===== src/rtl/ram_port_arb.sv =====
// ram_port_arb: shares one single-port RAM between two requesters.
//
// Purpose
//   Port 0 (UART command controller) and port 1 (second on-chip master) each
//   present read/write commands over a valid/ready handshake. A round-robin
//   arbiter grants at most one command per clock. The granted command is
//   registered onto the RAM pins. Read data comes back to the issuing port a
//   fixed 1+RD_LAT cycles after acceptance.
//
// Ports
//   sys_clk, rst_n            clock (rising edge), asynchronous active-low reset
//   reqN_valid/write/addr/wdata  command from requester N
//   reqN_ready                combinational grant, command accepted this cycle
//   reqN_rvalid/rdata         one-cycle read-return pulse and data for port N
//   ram_write/addr/datain     registered RAM command (write is a 1-cycle pulse)
//   ram_dataout               RAM read data, valid RD_LAT clocks after the
//                             edge that samples ram_addr
module ram_port_arb #(
    parameter int unsigned AW     = 8,
    parameter int unsigned DW     = 8,
    parameter int unsigned RD_LAT = 1
) (
    input  logic          sys_clk,
    input  logic          rst_n,

    input  logic          req0_valid,
    input  logic          req0_write,
    input  logic [AW-1:0] req0_addr,
    input  logic [DW-1:0] req0_wdata,
    output logic          req0_ready,
    output logic          req0_rvalid,
    output logic [DW-1:0] req0_rdata,

    input  logic          req1_valid,
    input  logic          req1_write,
    input  logic [AW-1:0] req1_addr,
    input  logic [DW-1:0] req1_wdata,
    output logic          req1_ready,
    output logic          req1_rvalid,
    output logic [DW-1:0] req1_rdata,

    output logic          ram_write,
    output logic [AW-1:0] ram_addr,
    output logic [DW-1:0] ram_datain,
    input  logic [DW-1:0] ram_dataout
);

    if (RD_LAT < 1 || RD_LAT > 4) begin : g_bad_lat
        $error("ram_port_arb: RD_LAT must be in 1..4");
    end

    // Port that won the most recent accept; 1 after reset so port 0 wins
    // the first tie.
    logic last;

    logic          grant0;
    logic          grant1;
    logic          accept;
    logic          sel;
    logic          sel_write;
    logic [AW-1:0] sel_addr;
    logic [DW-1:0] sel_wdata;

    // Read tag pipeline: stage 0 is loaded at the accept edge, stage RD_LAT
    // lines up with ram_dataout for that read.
    logic [RD_LAT:0] tag_rd;
    logic [RD_LAT:0] tag_port;
    logic            ret0;
    logic            ret1;

    // Round-robin grant. Readies are held low during reset so nothing can
    // be accepted against a register bank that is being cleared.
    always_comb begin
        grant0 = 1'b0;
        grant1 = 1'b0;
        if (rst_n) begin
            if (req0_valid && req1_valid) begin
                grant0 = last;
                grant1 = ~last;
            end else begin
                grant0 = req0_valid;
                grant1 = req1_valid;
            end
        end
    end

    assign req0_ready = grant0;
    assign req1_ready = grant1;
    assign accept     = grant0 | grant1;
    assign sel        = grant1;

    always_comb begin
        if (sel) begin
            sel_write = req1_write;
            sel_addr  = req1_addr;
            sel_wdata = req1_wdata;
        end else begin
            sel_write = req0_write;
            sel_addr  = req0_addr;
            sel_wdata = req0_wdata;
        end
    end

    assign ret0 = tag_rd[RD_LAT] & ~tag_port[RD_LAT];
    assign ret1 = tag_rd[RD_LAT] & tag_port[RD_LAT];

    // Arbitration state and RAM command registers.
    always_ff @(posedge sys_clk or negedge rst_n) begin
        if (!rst_n) begin
            last       <= 1'b1;
            ram_write  <= 1'b0;
            ram_addr   <= '0;
            ram_datain <= '0;
        end else begin
            ram_write <= accept & sel_write;
            if (accept) begin
                last       <= sel;
                ram_addr   <= sel_addr;
                ram_datain <= sel_wdata;
            end
        end
    end

    // Tag pipeline: one entry per clock, bubbles for writes and idle cycles.
    always_ff @(posedge sys_clk or negedge rst_n) begin
        if (!rst_n) begin
            tag_rd   <= '0;
            tag_port <= '0;
        end else begin
            tag_rd   <= {tag_rd[RD_LAT-1:0], accept & ~sel_write};
            tag_port <= {tag_port[RD_LAT-1:0], sel};
        end
    end

    // Read return: pulse rvalid on the owning port; the other port's rdata
    // keeps its last returned value.
    always_ff @(posedge sys_clk or negedge rst_n) begin
        if (!rst_n) begin
            req0_rvalid <= 1'b0;
            req1_rvalid <= 1'b0;
            req0_rdata  <= '0;
            req1_rdata  <= '0;
        end else begin
            req0_rvalid <= ret0;
            req1_rvalid <= ret1;
            if (ret0) begin
                req0_rdata <= ram_dataout;
            end
            if (ret1) begin
                req1_rdata <= ram_dataout;
            end
        end
    end

endmodule


===== config.mk =====
export PLATFORM = sky130hd
export DESIGN_NAME = ram_port_arb
export DESIGN_NICKNAME = d
export VERILOG_FILES = /design/src/rtl/ram_port_arb.sv
export SDC_FILE = /design/constraint.sdc
export NUM_CORES = 1
export LEC_CHECK = 0
export CAP_MARGIN = 20
export CORE_MARGIN = 2
export CORE_UTILIZATION = 40
export CTS_CLUSTER_SIZE = 14
export DETAILED_ROUTE_END_ITERATION = 10
export PLACE_DENSITY = 0.79
export SLEW_MARGIN = 0
export SYNTH_ARGS = -nofsm -noshare
export SYNTH_HDL_FRONTEND = slang
export SYNTH_SLANG_ARGS = --single-unit

===== constraint.sdc =====
create_clock -name sys_clk -period 2.5 [get_ports sys_clk]
set_clock_uncertainty 0.1 [all_clocks]
set_input_delay 0.5 -clock sys_clk [delete_from_list [all_inputs] [get_ports sys_clk]]
set_output_delay 0.5 -clock sys_clk [all_outputs]
set_load 0.1 [all_outputs]

==> impl_results.md <==
- Outcome: completed
- Lkg Pwr: 0.00111 uW
- Area growth from synthesis to layout: 50.4%
- Drt initial violations: 85
- GRT Overall Usage: 0.191
- First-pass GRT wire length: 7.42 mm
- Post-CTS setup buffer count: 0
- Vias post-DR: 1,521
- Clk Latency, worst-skew pair: 290 ps
- H-tree depth: 2
- Final net count: 277
- Largest net degree at the start of global routing: 58
- TNS Setup: 0 ps
- HPWL after DPL: 3.15 mm
- Dpl cell area: 2510 um2
- WS Path Type: input port to output port
- Pins Over Slew Limit: 0
- Final worst-path cycle share: 0.855
- Commonest cells after routing, fill and taps aside: clkdlybuf4s50_1, buf_4, dfrtp_1
- Reg2reg end: req0_rdata[0]
- Post-Syn Area: 1760 um2
- Ant. Diodes: 0
- Fin. Hold Viols: 0
- Util after Layout: 0.615
- Port Buffers: 82
- Critical path launch point type: input port
- Syn_nets: 196
- Reg2reg start: tag_port[1]
- Vias in the first global route: 1,472
- Hold WC Path Type: register to register
- Worst setup EP type: output port
- WL per Instance: 15.8 um
- Cell Pwr Density: 1040 nW/um2
- # placed instances: 276
- GP Congestion: 0.746
- Detail Route Antenna Nets: 0
- Worst R2R Path Depth: 2
- Total CTS buffers: 5
- Remaining global-route overflow: 0
- Peak VDD IR: 0.463 mV
- Starting density of the core: 0.409
- Achievable Freq: 0.468 GHz
- Pre-antenna DRT Iters: 4
- Initial antenna violation count: 0
- Design area: 2640 um2
- Die extent in x: 70.3 um
- # hold bufs at CTS: 0
- CTS tree: done
- Syn avg cell area: 11.7 um2
- Crit-path max FO: 4
- Register bit count reported by yosys: 40
- Final WL: 4.47 mm
- Post-Layout Cell Count: 283
- Hold path start: tag_port[0]
- Remaining DRCs: 0
- Relative slew margins: 0.496
- CP Data Required Time: 1900 ps
- Min Tclk post-route: 2140 ps
- Clock sinks: 40
- Hold depth: 0
- Longest Clk Path Bufs: 2
- WP data arrival: 1540 ps
- Synth Warn #: 0
- Clock edge transition at the registers on the reported setup and hold paths: 70 ps
- Synth cell types: 21
- Clk root buf: clkbuf_8
- PostCTS Resize Cnt: 0
- Core footprint: 4290 um2
- Worst-margin pin slew: 755 ps
- Post-synthesis sequential area ratio: 0.571
- Max-Cap Viols: 0
- Mapped Cells: 150
- Num rows: 24
- Most common cell after layout, fill and taps aside: clkdlybuf4s50_1
- Vias/cell: 5.37
- Reg2reg setup slack: 900 ps
- Setup violators final: 0
- Unrepaired setup endpoints after global routing: false
- Io pins: 83
- Share of post-route cells with drive strength above 1: 0.303
- Hold Path End: tag_port[1]
- Area of the die: 4940 um2
- Die H: 70.3 um
==> cells in the mapped netlist, drive strengths merged <==
library cell | count | area (um2)
dfrtp | 39 | 976
nor2 | 17 | 63.8
o2111ai | 17 | 149
o21ai | 17 | 85.1
a31oi | 16 | 100
mux2 | 16 | 180
buf | 14 | 109
nand2 | 3 | 11.3
clkinv | 2 | 7.51
a21boi | 1 | 7.51
a21oi | 1 | 5.00
and2 | 1 | 6.26
and3 | 1 | 6.26
dfstp | 1 | 26.3
inv | 1 | 3.75
nor2b | 1 | 6.26
o21a | 1 | 7.51
o22ai | 1 | 6.26
==> layer usage <==
| metal | global-route usage | wire length, um | up-vias |
|---|---|---|---|
| met1 | 0.265 | 1970 | 734 |
| met5 | 0 | 0 | - |
| met2 | 0.297 | 2150 | 54 |
| met4 | 0.0577 | 48 | 0 |
| li1 | - | - | 727 |
| met3 | 0.0476 | 301 | 6 |
==> power by group <==
group / internal, uW / switching [uW]
clock: 393 / 216
combinational: 301 / 1000
sequential: 763 / 59.8
total: 1460 / 1280
==> cell type report <==
cell class              count  area (um2)
clock buffers               5        68.8
clock inverters             2        60.1
fillers                   366        1650
inverters                   3        11.3
multi-input cells          93         641
flip-flops and latches     40        1000
well taps                  52        65.1
repair buffers             88         793
==> critical path: stages <==
cell	delay, ps
clkdlybuf4s50_1	470
and2_1	200
nor2_2	160
buf_12	200
==> registers in the layout, summed over array words and instances, names as in the netlist <==
name	count
ram_addr	8
req1_rvalid	1
last	1
tag_port	2
ram_datain	8
ram_write	1
tag_rd	2
req1_rdata	8
req0_rvalid	1
req0_rdata	8
==> cells by family after synthesis <==
| kind of cell | share of synthesized area |
|---|---|
| flops | 0.571 |
| compound gates | 0.205 |
| simple gates | 0.0534 |
| mux | 0.103 |
| buf+inv | 0.0684 |
==> metrics by stage <==
stage	hold slack [ps]	worst slack [ps]	power [uW]
finish	251	362	2740
global route	256	328	2840
CTS	253	363	2760
detailed placement	236	310	2150
global placement	234	377	2130
floorplan	104	144	1820
==> worst max path at each step <==
stage | from | to | slack (ps) | cells past startpoint
4_1_cts | req0_valid | req1_ready | 360 | 4
5_1_grt | req0_valid | req1_ready | 330 | 4
3_3_place_gp | req0_valid | ram_addr[0] | 380 | 4
6_report | req0_valid | req1_ready | 360 | 4
2_1_floorplan | last | req0_ready | 140 | 3
3_5_place_dp | req0_valid | tag_rd[0] | 310 | 4
Note: power is estimated with default switching activity, not from simulation.
